<file path="config.mk">
export PLATFORM = sky130hd
export DESIGN_NAME = day3_rucksack_engine
export DESIGN_NICKNAME = d
export VERILOG_FILES = /design/src/rtl/day3_rucksack_engine.sv
export SDC_FILE = /design/constraint.sdc
export NUM_CORES = 1
export LEC_CHECK = 0
export CAP_MARGIN = 20
export CELL_PAD_IN_SITES_DETAIL_PLACEMENT = 0
export CELL_PAD_IN_SITES_GLOBAL_PLACEMENT = 1
export CORE_MARGIN = 3
export CORE_UTILIZATION = 52
export CTS_CLUSTER_SIZE = 8
export DETAILED_ROUTE_END_ITERATION = 10
export PLACE_DENSITY_LB_ADDON = 0.1
export SKIP_CTS_REPAIR_TIMING = 1
export SLEW_MARGIN = 20
export SYNTH_ARGS = -nofsm -noshare
export SYNTH_HDL_FRONTEND = slang
export SYNTH_SLANG_ARGS = --single-unit
</file>
<file path="constraint.sdc">
create_clock -name clk -period 6.25 [get_ports clk]
set_input_delay 1.25 -clock clk [delete_from_list [all_inputs] [get_ports clk]]
set_output_delay 1.25 -clock clk [all_outputs]
set_load 0.01 [all_outputs]
</file>
<file path="src/rtl/day3_rucksack_engine.sv">
// Rucksack priority engine.
// Walks a zero-terminated item list held in an external asynchronous ROM,
// one word per clock, and accumulates the priority of the single item that
// is common to both halves of a line (mode 0) or to every line of a group
// of GROUP lines (mode 1). Any anomaly raises a sticky err flag.
//
// state     | meaning
// ----------+-------------------------------------------------------------
// IDLE      | waiting for start after reset
// SCAN      | mode 0: measure the current line length up to its terminator
// FILL_A    | mode 0: collect first-half item codes into mask_a
// FILL_B    | mode 0: collect second-half item codes into mask_b
// FILL_LINE | mode 1: collect one line into lmask, fold into acc at terminator
// RESOLVE   | score the common-item set x, then step past the terminator
// DONE      | results held until the next start
module day3_rucksack_engine #(
  parameter int ADDR_W = 12,
  parameter int DATA_W = 8,
  parameter int SET_W  = 64,
  parameter int SUM_W  = 32,
  parameter int GROUP  = 3
) (
  input  logic              clk,
  input  logic              rst_n,
  input  logic              start,
  input  logic              mode,
  output logic [ADDR_W-1:0] rom_addr,
  input  logic [DATA_W-1:0] rom_data,
  output logic [SUM_W-1:0]  sum,
  output logic [15:0]       line_count,
  output logic              busy,
  output logic              done,
  output logic              err
);

  localparam int LEN_W = ADDR_W + 1;
  localparam int IDX_W = $clog2(SET_W);
  localparam int GRP_W = (GROUP > 2) ? $clog2(GROUP) : 1;

  typedef enum logic [2:0] {
    S_IDLE, S_SCAN, S_FILL_A, S_FILL_B, S_FILL_LINE, S_RESOLVE, S_DONE
  } state_t;

  state_t             state_q, state_d;
  logic               mode_q, mode_d;
  logic [ADDR_W-1:0]  addr_q, addr_d;
  logic [ADDR_W-1:0]  line_start_q, line_start_d;
  logic [LEN_W-1:0]   len_q, len_d;
  logic [ADDR_W-1:0]  cnt_q, cnt_d;
  logic [GRP_W-1:0]   grp_q, grp_d;
  logic [SET_W-1:0]   mask_a_q, mask_a_d;
  logic [SET_W-1:0]   mask_b_q, mask_b_d;
  logic [SET_W-1:0]   lmask_q, lmask_d;
  logic [SET_W-1:0]   acc_q, acc_d;
  logic [SET_W-1:0]   x_q, x_d;
  logic [SUM_W-1:0]   sum_q, sum_d;
  logic [15:0]        lc_q, lc_d;
  logic               err_q, err_d;
  logic               busy_q, busy_d;
  logic               done_q, done_d;

  logic               code_ok;
  logic [SET_W-1:0]   code_bit;
  logic               addr_max;
  logic [ADDR_W-1:0]  half;
  logic               half_last;
  logic [SET_W-1:0]   mask_b_next;
  logic               x_seen;
  logic               x_multi;
  logic [IDX_W-1:0]   x_idx;

  assign rom_addr   = addr_q;
  assign sum        = sum_q;
  assign line_count = lc_q;
  assign busy       = busy_q;
  assign done       = done_q;
  assign err        = err_q;

  // Decode the current ROM word into a one-hot item bit; invalid codes give no bit.
  always_comb begin
    code_ok     = (rom_data != '0) && (int'(rom_data) < SET_W);
    code_bit    = code_ok ? (SET_W'(1) << rom_data) : '0;
    addr_max    = (addr_q == '1);
    half        = len_q[LEN_W-1:1];
    half_last   = (cnt_q == half - ADDR_W'(1));
    mask_b_next = mask_b_q | code_bit;
  end

  // Classify the common-item set as empty, single (with its index) or multiple.
  always_comb begin
    x_seen  = 1'b0;
    x_multi = 1'b0;
    x_idx   = '0;
    for (int i = 0; i < SET_W; i++) begin
      if (x_q[i]) begin
        if (x_seen) x_multi = 1'b1;
        x_seen = 1'b1;
        x_idx  = IDX_W'(i);
      end
    end
  end

  // Next-state and datapath decisions for every state.
  always_comb begin
    state_d      = state_q;
    mode_d       = mode_q;
    addr_d       = addr_q;
    line_start_d = line_start_q;
    len_d        = len_q;
    cnt_d        = cnt_q;
    grp_d        = grp_q;
    mask_a_d     = mask_a_q;
    mask_b_d     = mask_b_q;
    lmask_d      = lmask_q;
    acc_d        = acc_q;
    x_d          = x_q;
    sum_d        = sum_q;
    lc_d         = lc_q;
    err_d        = err_q;

    case (state_q)
      S_IDLE, S_DONE: begin
        if (start) begin
          mode_d       = mode;
          addr_d       = '0;
          line_start_d = '0;
          len_d        = '0;
          cnt_d        = '0;
          grp_d        = '0;
          mask_a_d     = '0;
          mask_b_d     = '0;
          lmask_d      = '0;
          acc_d        = '0;
          x_d          = '0;
          sum_d        = '0;
          lc_d         = '0;
          err_d        = 1'b0;
          state_d      = mode ? S_FILL_LINE : S_SCAN;
        end
      end

      S_SCAN: begin
        if (rom_data != '0) begin
          if (addr_max) begin
            err_d   = 1'b1;
            state_d = S_DONE;
          end else begin
            addr_d = addr_q + ADDR_W'(1);
            len_d  = len_q + LEN_W'(1);
          end
        end else if (len_q == '0) begin
          state_d = S_DONE;
        end else if (len_q[0]) begin
          // Odd-length line cannot be split in two: flag it and move on.
          err_d = 1'b1;
          if (addr_max) begin
            state_d = S_DONE;
          end else begin
            addr_d       = addr_q + ADDR_W'(1);
            line_start_d = addr_q + ADDR_W'(1);
            len_d        = '0;
          end
        end else begin
          addr_d  = line_start_q;
          cnt_d   = '0;
          state_d = S_FILL_A;
        end
      end

      // Fill addresses always stay below the terminator, so no overflow here.
      S_FILL_A: begin
        if (code_ok) mask_a_d = mask_a_q | code_bit;
        else         err_d    = 1'b1;
        addr_d = addr_q + ADDR_W'(1);
        if (half_last) begin
          cnt_d   = '0;
          state_d = S_FILL_B;
        end else begin
          cnt_d = cnt_q + ADDR_W'(1);
        end
      end

      S_FILL_B: begin
        mask_b_d = mask_b_next;
        if (!code_ok) err_d = 1'b1;
        addr_d = addr_q + ADDR_W'(1);
        if (half_last) begin
          cnt_d   = '0;
          x_d     = mask_a_q & mask_b_next;
          state_d = S_RESOLVE;
        end else begin
          cnt_d = cnt_q + ADDR_W'(1);
        end
      end

      S_FILL_LINE: begin
        if (rom_data != '0) begin
          if (code_ok) lmask_d = lmask_q | code_bit;
          else         err_d   = 1'b1;
          len_d = len_q + LEN_W'(1);
          if (addr_max) begin
            err_d   = 1'b1;
            state_d = S_DONE;
          end else begin
            addr_d = addr_q + ADDR_W'(1);
          end
        end else if (len_q == '0) begin
          if (grp_q != '0) err_d = 1'b1;
          state_d = S_DONE;
        end else if (grp_q == GRP_W'(GROUP - 1)) begin
          // Last line of the group: address stays on the terminator for RESOLVE.
          x_d     = acc_q & lmask_q;
          lmask_d = '0;
          len_d   = '0;
          state_d = S_RESOLVE;
        end else begin
          acc_d   = (grp_q == '0) ? lmask_q : (acc_q & lmask_q);
          lmask_d = '0;
          len_d   = '0;
          grp_d   = grp_q + GRP_W'(1);
          if (addr_max) begin
            err_d   = 1'b1;
            state_d = S_DONE;
          end else begin
            addr_d = addr_q + ADDR_W'(1);
          end
        end
      end

      S_RESOLVE: begin
        if (x_seen && !x_multi) sum_d = sum_q + SUM_W'(x_idx);
        else                    err_d = 1'b1;
        lc_d     = lc_q + 16'd1;
        mask_a_d = '0;
        mask_b_d = '0;
        lmask_d  = '0;
        acc_d    = '0;
        x_d      = '0;
        len_d    = '0;
        grp_d    = '0;
        if (addr_max) begin
          err_d   = 1'b1;
          state_d = S_DONE;
        end else begin
          addr_d       = addr_q + ADDR_W'(1);
          line_start_d = addr_q + ADDR_W'(1);
          state_d      = mode_q ? S_FILL_LINE : S_SCAN;
        end
      end

      default: state_d = S_IDLE;
    endcase

    busy_d = (state_d != S_IDLE) && (state_d != S_DONE);
    done_d = (state_d == S_DONE);
  end

  // State and registered outputs; reset clears everything immediately.
  always_ff @(posedge clk or negedge rst_n) begin
    if (!rst_n) begin
      state_q      <= S_IDLE;
      mode_q       <= 1'b0;
      addr_q       <= '0;
      line_start_q <= '0;
      len_q        <= '0;
      cnt_q        <= '0;
      grp_q        <= '0;
      mask_a_q     <= '0;
      mask_b_q     <= '0;
      lmask_q      <= '0;
      acc_q        <= '0;
      x_q          <= '0;
      sum_q        <= '0;
      lc_q         <= '0;
      err_q        <= 1'b0;
      busy_q       <= 1'b0;
      done_q       <= 1'b0;
    end else begin
      state_q      <= state_d;
      mode_q       <= mode_d;
      addr_q       <= addr_d;
      line_start_q <= line_start_d;
      len_q        <= len_d;
      cnt_q        <= cnt_d;
      grp_q        <= grp_d;
      mask_a_q     <= mask_a_d;
      mask_b_q     <= mask_b_d;
      lmask_q      <= lmask_d;
      acc_q        <= acc_d;
      x_q          <= x_d;
      sum_q        <= sum_d;
      lc_q         <= lc_d;
      err_q        <= err_d;
      busy_q       <= busy_d;
      done_q       <= done_d;
    end
  end

endmodule

</file>
==> metrics.cfg <==
[yosys]
avgSynthCellArea_um2=9.222
ys.warnings.count=0
yosys.area.top_type=dfrtp_1
ys_seq_area_share_pct=49.80
synthDominantCellAreaShare_pct=49.80
syn-cell-area_um2=21400
synthTopCellsByArea=dfrtp_1, nor2_1, a21oi_1
ys_async_sr_fraction_pct=100.0
synth-seq-cells=426
synth_cells=2321
yosysUniqueCellTypes=77
synth_nets=2350
synth-edff-count=0
synthFlopType=dfrtp_1

[cts]
clkSlewWorstSetupHoldPaths_ps=50
cts.sinks=426
root_buffer=clkbuf_16
htreeDepth=2
cts_tree=done
clk_latency_ps=610
cts_buffers=59
clk_path_buf_depth=3

[drt]
vias=17860
drtPass1Iterations=7
wirelength_met1_um=27000
top_layer_used=met4
drc=0
dr_wl_met2_um=28200
drt_iter0_markers=1616
wirelength_um=60090
ant_nets=0
wl_met3_um=3644
vias_per_cell=6.232
routedWlPerCell_um=20.97

[global_routing]
grt_pass1_wl_um=97340
grt_max_degree=137
grt_antenna_before_repair=0
grt.total_usage_pct=27.38
grt.overflow.total=0
grt_pass1_vias=17530

[setup_path]
max_stage_delay_ps=640
r2r-end=sum[23]$_DFFE_PN0P_
worstPathArrival_ps=5050
cp-start-kind=flop
crit_type=flop to flop
cp_data_required_time_ps=6740
slowest_stage=nor3_1
endpoint=sum[23]$_DFFE_PN0P_
path_cells=nor4_1 > nand3_1 > a311oi_1 > nor2_1 > o21ai_0 > nand2_1 > ha_1 > o21ai_0 > o21a_1 > nor3_1 > and2_0 > and4_1 > nand4_2 > mux2i_1
reg2reg_from=x_q[13]$_DFFE_PN0P_
ff2ff_setup_slack_ps=1690
endpoint_kind=flop
crit_start=x_q[13]$_DFFE_PN0P_
r2r_cells=14
crit_fanout=9
path_common_cell=o21ai_0

[cells_and_area]
areaGrowthSynthToFinish_pct=12.59
fillers=3488
drive_above_1_share_pct=7.436
nets=2365
design_area_um2=24100
final_common_cell=dfrtp_1
final_cell_mix=dfrtp_1, nor2_1, nand2_1
postLayoutCoreUtil_pct=59.97
final_cells=2865
diodes=0

[placed_design]
placed_area_um2=22550
pre_cts_ws_ps=1649
portBuffers=74
placed_cells=2800
hpwlAfterDp_um=37530
place.gp.congestion=0.9137

[timing]
worst_slack_ps=1690
finalCritPeriodShare_pct=72.95
hold_viol_final=0
skew_ps=13.16
setup_violations=0
maxSlewHeadroom_pct=31.95
rsz0062_at_grt=false
finalCriticalPeriod_ps=4560
fin_tns_setup_ps=0
max_slew.worst_pin.slew_ps=1021
report.final.slew_viol_count=0
max_freq_mhz=219.3
timing.hold.ws_ps=473.4

[pwr]
fin_total_pwr_mw=12.19
p_per_area_nw_per_um2=505.8
power.leakage_nw=11.49
ir_drop_v=0.0008013

[hold_path]
hold_path_class=flop to flop

[floorplanning]
dieArea_um2=43630
initial_core_util_pct=53.26
pin_count=75
core_area_um2=40190
fp.dieW_um=208.9
fp-row-count=73
fp.dieH_um=208.9

[status]
outcome=finished, final reports clean

[job]
max_cap_violations=0

final cells by class:
cell class,count,area [um^2],share of cell area [%]
inverters,40,150.1,0.6230
multi-input cells,1709,10100,41.91
flip-flops and latches,426,10660,44.23
clock inverters,4,60.06,0.2492
well taps,525,656.9,2.726
repair buffers,100,978.4,4.060
clock buffers,61,1494,6.199
sequential cells by signal (all words and copies together) (netlist names):
| signal | cells |
|---|---|
| mode_q | 1 |
| busy | 1 |
| line_start_q | 12 |
| err | 1 |
| cnt_q | 12 |
| grp_q | 2 |
| rom_addr | 12 |
| acc_q | 64 |
| sum | 32 |
| mask_b_q | 64 |
| line_count | 16 |
| state_q | 3 |
| len_q | 13 |
| x_q | 64 |
| mask_a_q | 64 |
| lmask_q | 64 |
| done | 1 |
Yosys cell counts, types with 16 or more instances:
library cell	count
o21ai_0	76
a22o_1	65
xnor2_1	22
a22oi_1	21
nand2_1	246
dfrtp_1	426
clkbuf_1	126
mux2_2	44
a21oi_1	238
and3_1	39
or3_1	17
mux2i_1	46
nor2_1	342
nand3_1	97
a31oi_1	20
o211ai_1	66
nor4_1	31
nor3_1	31
nand2b_1	43
inv_1	39
nand4_1	36
o31ai_1	22
and4_1	16
routing by layer:
metal	up-vias	global-route usage [%]
met5	-	0
li1	8343	-
met3	86	3.528
met2	524	43.56
met4	0	7.945
met1	8902	39.70
power by group:
group / switching (mW) / total, mW / internal [mW]
clock: 1.14 / 2.81 / 1.66
sequential: 0.539 / 3.83 / 3.29
combinational: 3.73 / 5.55 / 1.82
total: 5.41 / 12.2 / 6.78
kinds of logic (layout without fill, tap and decap cells):
| group | count (synthesis) | in the layout | share of synthesized area (%) |
|---|---|---|---|
| xor gates and xnor gates | 31 | 31 | 1.268 |
| adders and majority gates | 20 | 20 | 1.204 |
| and+or+nand+nor | 959 | 959 | 21.23 |
| buffers and inverters | 186 | 205 | 3.420 |
| muxes | 99 | 99 | 4.940 |
| DFF | 426 | 426 | 49.80 |
| AOI/OAI and AO/OA | 600 | 600 | 18.13 |
worst min-delay path by stage:
stage	from	end	slack, ps	depth (start not counted)
final	line_start_q[7]$_DFFE_PN0P_	line_start_q[7]$_DFFE_PN0P_	470	2
after global routing	mask_b_q[52]$_DFFE_PN0P_	mask_b_q[52]$_DFFE_PN0P_	510	2
after global placement	line_start_q[8]$_DFFE_PN0P_	line_start_q[8]$_DFFE_PN0P_	460	2
after detailed placement	line_start_q[7]$_DFFE_PN0P_	line_start_q[7]$_DFFE_PN0P_	460	2
after floorplan	line_start_q[10]$_DFFE_PN0P_	line_start_q[10]$_DFFE_PN0P_	440	2
after CTS	line_start_q[7]$_DFFE_PN0P_	line_start_q[7]$_DFFE_PN0P_	470	2
worst max-delay path, delay by kind of cell (launching register included):
kind | cells | cell delay (ps)
AND/OR/NAND/NOR | 8 | 2520
AO/OA/AOI/OAI | 4 | 920
flip-flops | 1 | 490
adder cells (fa/ha/maj) | 1 | 360
multiplexers | 1 | 140
Power figures use the tool's default switching activity.
